## src/rtl/axi_pkg.sv

```systemverilog
// Shared AXI responder definitions: response codes, write FSM states and
// the address decode helper used by both the write and read responders.
package axi_pkg;

  localparam logic [1:0] BRESP_OKAY   = 2'b00;
  localparam logic [1:0] BRESP_SLVERR = 2'b10;
  localparam logic [1:0] BRESP_DECERR = 2'b11;

  typedef enum logic [2:0] {
    IDLE,
    WAIT_W,
    WAIT_AW,
    WRITE,
    RESP
  } wr_state_t;

  // Widened to 64 bits so base + span can never wrap for ADDR_W <= 32.
  function automatic logic addr_in_range(input logic [63:0] addr,
                                         input logic [63:0] base,
                                         input logic [63:0] span);
    return (addr >= base) && ((addr - base) < span);
  endfunction

endpackage

```

## src/rtl/axi_wr_slave.sv

```systemverilog
// Single-beat AXI4-style write responder: accepts AW and W in either order,
// performs one masked write on a synchronous RAM port and returns B.
module axi_wr_slave
  import axi_pkg::*;
#(
  parameter int unsigned       ADDR_W    = 32,
  parameter int unsigned       DATA_W    = 64,
  parameter logic [ADDR_W-1:0] BASE_ADDR = 32'h8000_0000,
  parameter int unsigned       MEM_WORDS = 4096
) (
  input  logic                         ACLK,
  input  logic                         ARESETn,
  input  logic                         AWVALID,
  output logic                         AWREADY,
  input  logic [ADDR_W-1:0]            AWADDR,
  input  logic                         WVALID,
  output logic                         WREADY,
  input  logic [DATA_W-1:0]            WDATA,
  input  logic [DATA_W/8-1:0]          WSTRB,
  input  logic                         WLAST,
  output logic                         BVALID,
  input  logic                         BREADY,
  output logic [1:0]                   BRESP,
  output logic                         mem_wen,
  output logic [$clog2(MEM_WORDS)-1:0] mem_addr,
  output logic [DATA_W-1:0]            mem_wdata,
  output logic [DATA_W/8-1:0]          mem_wstrb
);

  localparam int unsigned STRB_W = DATA_W / 8;
  localparam int unsigned IDX_W  = $clog2(MEM_WORDS);
  localparam int unsigned OFF_W  = $clog2(STRB_W);

  wr_state_t           state, state_nxt;
  logic                awready_q, wready_q;
  logic [ADDR_W-1:0]   addr_q;
  logic [DATA_W-1:0]   data_q;
  logic [STRB_W-1:0]   strb_q;
  logic                last_q;
  logic                aw_fire, w_fire;
  logic                in_range;
  logic [1:0]          resp;

  assign aw_fire = AWVALID & awready_q;
  assign w_fire  = WVALID & wready_q;

  always_comb begin
    state_nxt = state;
    unique case (state)
      IDLE: begin
        if (aw_fire && w_fire) state_nxt = WRITE;
        else if (aw_fire)      state_nxt = WAIT_W;
        else if (w_fire)       state_nxt = WAIT_AW;
      end
      WAIT_W:  if (w_fire)  state_nxt = WRITE;
      WAIT_AW: if (aw_fire) state_nxt = WRITE;
      WRITE:   state_nxt = RESP;
      RESP:    if (BREADY) state_nxt = IDLE;
      default: state_nxt = IDLE;
    endcase
  end

  always_comb begin
    in_range = addr_in_range(64'(addr_q), 64'(BASE_ADDR),
                             64'(MEM_WORDS) * 64'(STRB_W));
    if (!in_range)   resp = BRESP_DECERR;
    else if (!last_q) resp = BRESP_SLVERR;
    else             resp = BRESP_OKAY;
  end

  // READYs are registered from the next state so they never depend on VALID.
  always_ff @(posedge ACLK) begin
    if (!ARESETn) begin
      state     <= IDLE;
      awready_q <= 1'b0;
      wready_q  <= 1'b0;
      addr_q    <= '0;
      data_q    <= '0;
      strb_q    <= '0;
      last_q    <= 1'b0;
    end else begin
      state     <= state_nxt;
      awready_q <= (state_nxt == IDLE) || (state_nxt == WAIT_AW);
      wready_q  <= (state_nxt == IDLE) || (state_nxt == WAIT_W);
      if (aw_fire) addr_q <= AWADDR;
      if (w_fire) begin
        data_q <= WDATA;
        strb_q <= WSTRB;
        last_q <= WLAST;
      end
    end
  end

  assign AWREADY = awready_q;
  assign WREADY  = wready_q;
  assign BVALID  = (state == RESP);
  assign BRESP   = (state == RESP) ? resp : '0;

  // Gated by ARESETn so a reset landing on the WRITE cycle suppresses the RAM write.
  assign mem_wen   = ARESETn && (state == WRITE) && (resp == BRESP_OKAY) && (|strb_q);
  assign mem_addr  = IDX_W'((addr_q - BASE_ADDR) >> OFF_W);
  assign mem_wdata = data_q;
  assign mem_wstrb = strb_q;

endmodule

```

## config.mk

```make
export PLATFORM = sky130hd
export DESIGN_NAME = axi_wr_slave
export DESIGN_NICKNAME = d
export VERILOG_FILES = /design/src/rtl/axi_pkg.sv /design/src/rtl/axi_wr_slave.sv
export SDC_FILE = /design/constraint.sdc
export NUM_CORES = 1
export LEC_CHECK = 0
export ABC_CLOCK_PERIOD_IN_PS = 1400
export BUFFER_PORTS_ARGS = -buffer_cell sky130_fd_sc_hd__buf_2
export CORE_MARGIN = 4
export CORE_UTILIZATION = 36
export DETAILED_ROUTE_END_ITERATION = 6
export SKIP_LAST_GASP = 1
export SYNTH_ARGS = -nofsm -noshare
export SYNTH_HDL_FRONTEND = slang
export SYNTH_SLANG_ARGS = --single-unit
```

## constraint.sdc

```tcl
create_clock -name ACLK -period 1.4 [get_ports ACLK]
set_input_delay 0.28 -clock ACLK [delete_from_list [all_inputs] [get_ports ACLK]]
set_output_delay 0.28 -clock ACLK [all_outputs]
set_load 0.01 [all_outputs]
```

==> out/metrics.yaml, run 1 <==
drtPass1Iterations: 5
slew_headroom_pct: 44.0
run_status: "complete, but fails checks"
grt_pass1_wl_um: 17200
fill_cells: 1095
synth_area_per_cell_um2: 8.39
synth.area.top_cells: "dfxtp_1, nand2_1, a21boi_0"
root_buffer: "clkbuf_16"
endpoint_kind: "primary output"
die_h_um: 115
layout.nets: 785
synth_edf_count: 0
vias_per_cell: 4.61
arrival_ns: 1.64
finalHoldViolCount: 0
area.growth.synth_to_final_pct: 34.1
path_clk_slew_ns: 0.07
ant_nets: 0
max_freq_mhz: 522
worst_slack_ns: -0.517
dp_hpwl_um: 7760
p_per_area_nw_per_um2: 1180
syn_nets: 605
drive_gt1_share_pct: 35.8
place_congestion: 0.817
synth_area_um2: 4150
cts_max_path_buffers: 2
die_x_um: 115
numClockSinks: 107
post-synth-top-area-fraction_pct: 51.6
crit_type: "reg -> out"
first_iter_violations: 193
final_cells: 819
post-route-period-util_pct: 137
wirelength_um: 10900
synth_cell_types: 25
routedWlPerCell_um: 13.3
setup_viol: 3
total_leakage_power_nw: 2.51
synth_ff_type: "dfxtp_1"
first_global_vias: 3693
async_reset_ff_share_pct: 0
core_area_um2: 11100
antenna_cells: 0
peakVddDrop_mv: 0.620
drc: 0
synthTopCellsByCount: "nand2_1, dfxtp_1, a21boi_0"
fin_worst_skew_ns: 0.00519
timing.final.max_slew_violations: 0
yosysWarnings: 0
cts-hold-fix-buffers: 0
ys_seq_area_share_pct: 51.6
portBuffers: 196
cap_violations: 0
start_kind: "flop"
grt-ovfl-total: 0
cts_tree: "yes"
crit_path_max_fanout: 2
place_inst: 803
critPathRequiredTime_ns: 1.12
row_count: 38
rsz0062_at_grt: "yes"
fin_util_pct: 50.3
start_util_pct: 37.5
ys_ff_latch: 107
hold_path.class: "in -> reg"
fin_crit_ns: 1.92
grt_max_degree: 106
yosysMostFrequentCell: "nand2_1"
synth_area_leader_cell: "dfxtp_1"
htreeDepth: 3
netlist_instances: 495
grt_usage_pct: 16.1
num_vias: 3777
dieArea_um2: 13300
pin_count: 200
worst_pin_slew_ns: 0.840
violations: "setup timing"
antenna_found_initial: 1
cts_made_buffers: 9
worstSkewPairLatency_ns: 0.34
area by class of cell:
class,instances,area (um2),share of cell area [%]
inverters,1,3.75,0.0674
repair buffers,216,1180,21.2
flip-flops and latches,107,2150,38.5
clock inverters,3,40.0,0.719
well taps,140,175,3.15
multi-input cells,340,1790,32.1
clock buffers,12,236,4.25
metrics by stage:
step	setup slack (ns)	area [um2]	setup TNS [ns]	hold slack, ns	power, W
after global routing	-0.575	5570	-1.73	0.180	0.00687
after floorplan	-0.0164	4150	-0.0265	0.425	0.00381
after global placement	-0.138	5250	-0.368	0.449	0.00418
final	-0.517	5570	-1.51	0.185	0.00655
after CTS	-0.535	5560	-1.56	0.173	0.00666
after detailed placement	-0.157	5250	-1.62	0.456	0.00421
state kept, by name (all words and copies together), names as in the netlist:
name / cells
mem_wstrb: 8
last_q: 1
state: 3
addr_q: 29
mem_wdata: 64
AWREADY: 1
WREADY: 1
critical path, stage by stage (launching register included):
cell and delay [ns]:
dfxtp_2 0.32, or4_4 0.56, nor4_4 0.17, a31oi_1 0.11
buf_2 0.14
cells in the final DEF, fill, tap and decap left out, types with 9 or more instances in the layout:
cell,netlist,routed
a21boi_0,103,103
buf_2,19,195
buf_4,13,15
clkbuf_16,0,9
dfxtp_1,107,104
nand2_1,209,207
layer usage:
layer,vias up,global-route usage [%],part of all wire (%)
li1,1944,-,-
met1,1665,19.0,42
met2,142,25.5,44
met3,24,6.79,11
met4,2,7.82,2.8
met5,-,0,0.18
cell families (layout without fill, tap and decap cells):
| logic type | after synthesis | in the layout | synth area share [%] |
|---|---|---|---|
| AOI/OAI and AO/OA | 108 | 108 | 19.4 |
| buffers and inverters | 48 | 232 | 6.08 |
| DFF | 107 | 107 | 51.6 |
| muxes | 2 | 2 | 0.542 |
| and+or+nand+nor | 230 | 230 | 22.4 |
repair_timing:
| action | CTS | global route |
|---|---|---|
| resized for setup | 9 | 4 |
| buffers inserted | 1 | 0 |
| pin swaps | 2 | 1 |
| endpoints found under the setup margin | 4 | 4 |
report_power, final:
group	total (W)	switching, W	internal (W)
logic	0.000860	0.000450	0.000409
clock network	0.00241	0.00103	0.00137
registers	0.00329	0.0000821	0.00320
total	0.00655	0.00157	0.00499
final timing paths:
kind / end / slack (ns) / start / cells after the start
max: BRESP[1] / -0.52 / addr_q[15]$_SDFFE_PN0P_ / 4
min: mem_wdata[48]$_SDFFE_PN0P_ / 0.19 / WDATA[48] / 3
max reg2reg: WREADY$_SDFF_PN0_ / 0.19 / state[1]$_SDFF_PN0_ / 5
min reg2reg: mem_wdata[36]$_SDFFE_PN0P_ / 0.46 / mem_wdata[36]$_SDFFE_PN0P_ / 2
Power figures use the tool's default switching activity.
==> run 2, diff against run 1 <==
--- a/config.mk
+++ b/config.mk
@@ -5,11 +5,12 @@
 export SDC_FILE = /design/constraint.sdc
 export NUM_CORES = 1
 export LEC_CHECK = 0
+export ABC_AREA = 1
 export ABC_CLOCK_PERIOD_IN_PS = 1400
 export BUFFER_PORTS_ARGS = -buffer_cell sky130_fd_sc_hd__buf_2
-export CORE_MARGIN = 4
 export CORE_UTILIZATION = 36
 export DETAILED_ROUTE_END_ITERATION = 6
+export PLACE_DENSITY = 0.66
 export SKIP_LAST_GASP = 1
 export SYNTH_ARGS = -nofsm -noshare
 export SYNTH_HDL_FRONTEND = slang
==> run 2 against run 1 <==
Compared with the run above:
- the flow still finishes with violations (setup timing)
- wire length is 8.5% lower
- largest cell class unchanged
- highest routed layer is now met4
- final area fell by 7.9%
- setup slack gained 0.32 ns
==> out/metrics.yaml, run 2 <==
post-synth-top-area-fraction_pct: 54.8  # +3.2 points
grt-ovfl-total: 0  # unchanged
synth_area_leader_cell: "dfxtp_1"
dieArea_um2: 11300  # -15%
die_x_um: 106  # -8.0%
row_count: 37  # -2.6%
synth_cell_types: 17  # -32%
root_buffer: "clkbuf_8"
path_clk_slew_ns: 0.09  # +0.02 ns
numClockSinks: 107  # unchanged
worst_slack_ns: -0.201  # +0.315 ns
antenna_found_initial: 0  # -1
placed_area_um2: 4910  # -6.4%
total_leakage_power_nw: 2.48  # -1.4%
pin_count: 200  # unchanged
first_global_vias: 3653  # -1.1%
cap_violations: 0  # unchanged
dp_hpwl_um: 7090  # -8.6%
fill_cells: 1052  # -3.9%
synth_area_um2: 3910  # -5.8%
drtPass1Iterations: 4  # -1
ant_nets: 0  # unchanged
ys_ff_latch: 107  # unchanged
hold_path.class: "in -> reg"
start_kind: "flop"
p_per_area_nw_per_um2: 1210  # +3.0%
grt_max_degree: 74  # -30%
peakVddDrop_mv: 0.515  # -17%
place_ws_ns: 0.142  # +0.299 ns
ys_seq_area_share_pct: 54.8  # +3.2 points
run_status: "complete, but fails checks"
synth_area_per_cell_um2: 7.64  # -9.0%
worstSkewPairLatency_ns: 0.35  # about the same
crit_path_max_fanout: 2  # unchanged
antenna_cells: 0  # unchanged
crit_end: "BRESP[1]"
synthTopCellsByCount: "nor2_1, dfxtp_1, o21ai_0"
rr_startpoint: "WREADY$_SDFF_PN0_"
critPathRequiredTime_ns: 1.12  # about the same
cts_max_path_buffers: 2  # unchanged
setup_viol: 3  # unchanged
syn_nets: 622  # +2.8%
arrival_ns: 1.32  # -0.32 ns
post-route-period-util_pct: 114  # -23 points
final_common_cell: "nor2_1"
cts-hold-fix-buffers: 0  # unchanged
crit_type: "reg -> out"
vias_per_cell: 4.59  # -0.37%
netlist_instances: 512  # +3.4%
largest_reg_flops: 64  # unchanged
worst_pin_slew_ns: 0.342  # -0.499 ns
yosysWarnings: 0  # unchanged
layout.nets: 792  # +0.89%
area.growth.synth_to_final_pct: 31.1
core_area_um2: 10400  # -6.0%
die_h_um: 106  # -8.0%
final_cell_mix: "nor2_1, buf_2, dfxtp_1"
cts_made_buffers: 9  # unchanged
synth.area.top_cells: "dfxtp_1, nor2_1, o21ai_0"
htreeDepth: 3  # unchanged
endpoint_kind: "primary output"
synth_ff_type: "dfxtp_1"
synth_edf_count: 0  # unchanged
routedWlPerCell_um: 12.2  # -8.5%
crit_start: "addr_q[21]$_SDFFE_PN0P_"
fin_crit_ns: 1.60  # -0.315 ns
fin_worst_skew_ns: 0.00793  # +0.00274 ns
num_vias: 3763  # -0.37%
start_util_pct: 37.5  # +0.052 points
rsz0062_at_grt: "yes"
drc: 0  # unchanged
max_freq_mhz: 624  # +20%
place_congestion: 0.776  # -5.0%
place_inst: 807  # +0.50%
fin_util_pct: 49.2  # -1.0 points
whs_ns: 0.158  # -0.0272 ns
finalHoldViolCount: 0  # unchanged
reg2reg_slack_ns: 0.21  # +0.02 ns
r2r_cells: 5  # unchanged
grt_usage_pct: 17.9  # +1.7 points
wirelength_um: 9950  # -8.5%
portBuffers: 196  # unchanged
slew_headroom_pct: 77.2  # +33 points
final_cells: 819  # unchanged
first_iter_violations: 205  # +6.2%
async_reset_ff_share_pct: 0  # unchanged
design_area_um2: 5130  # -7.9%
violations: "setup timing"
drive_gt1_share_pct: 35.4  # -0.36 points
grt_pass1_wl_um: 16000  # -6.9%
timing.rr.end: "mem_wdata[24]$_SDFFE_PN0P_"
timing.final.max_slew_violations: 0  # unchanged
yosysMostFrequentCell: "nor2_1"
cts_tree: "yes"
## run 2: kinds of logic after synthesis
kind of cell    synth area share (%)
simple gates                    23.3
buf+inv                         7.97
flops                           54.8
compound gates                  13.9
## run 2: repair_timing
item | CTS | global route
buffers inserted | 0 | 0
setup endpoints to repair | 4 | 4
gates resized for setup | 11 | 15
pin swaps | 8 | 6
## run 2: cell type report
class	count	area [um2]	area share (%)
inverters	12	45.0	0.878
well taps	136	170	3.32
multi-input cells	348	1510	29.4
flip-flops and latches	107	2150	42.0
repair buffers	204	1100	21.4
clock buffers	12	155	3.03
## run 2: where the power goes
group	internal (W)	switching, W	total (W)
clock network	0.000709	0.000932	0.00164
logic	0.000497	0.000645	0.00114
registers	0.00330	0.000134	0.00343
total	0.00450	0.00171	0.00622
## run 2: critical path, cell delays in order (launching register included)
cell and delay, ns:
dfxtp_2 0.33, nor2_2 0.12, nand2_2 0.09, nor2_2 0.13, nand3_1 0.08, nand2_1 0.06, inv_1 0.04, buf_2 0.13
## run 2: routing by layer
metal	share of wire, %	global-route usage [%]	up-vias
met5	0	0	-
met4	1.5	8.13	0
met3	9.0	5.64	10
met2	47	30.6	139
met1	43	20.2	1670
li1	-	-	1944
## run 2: how the worst min path moves through the flow
stage,from,to,slack (ns),depth (start not counted)
after global routing,WDATA[56],mem_wdata[56]$_SDFFE_PN0P_,0.14,3
final,WDATA[61],mem_wdata[61]$_SDFFE_PN0P_,0.16,3
after CTS,WDATA[60],mem_wdata[60]$_SDFFE_PN0P_,0.13,3
after global placement,addr_q[31]$_SDFFE_PN0P_,addr_q[31]$_SDFFE_PN0P_,0.44,2
after detailed placement,addr_q[24]$_SDFFE_PN0P_,addr_q[24]$_SDFFE_PN0P_,0.45,2
after floorplan,AWADDR[10],addr_q[10]$_SDFFE_PN0P_,0.43,2
## run 2: stage by stage
stage          total power [W]  setup TNS (ns)
2_1_floorplan          0.00417               0
3_3_place_gp           0.00458               0
3_5_place_dp           0.00462               0
4_1_cts                0.00626          -0.631
5_1_grt                0.00658          -0.812
6_report               0.00622          -0.504
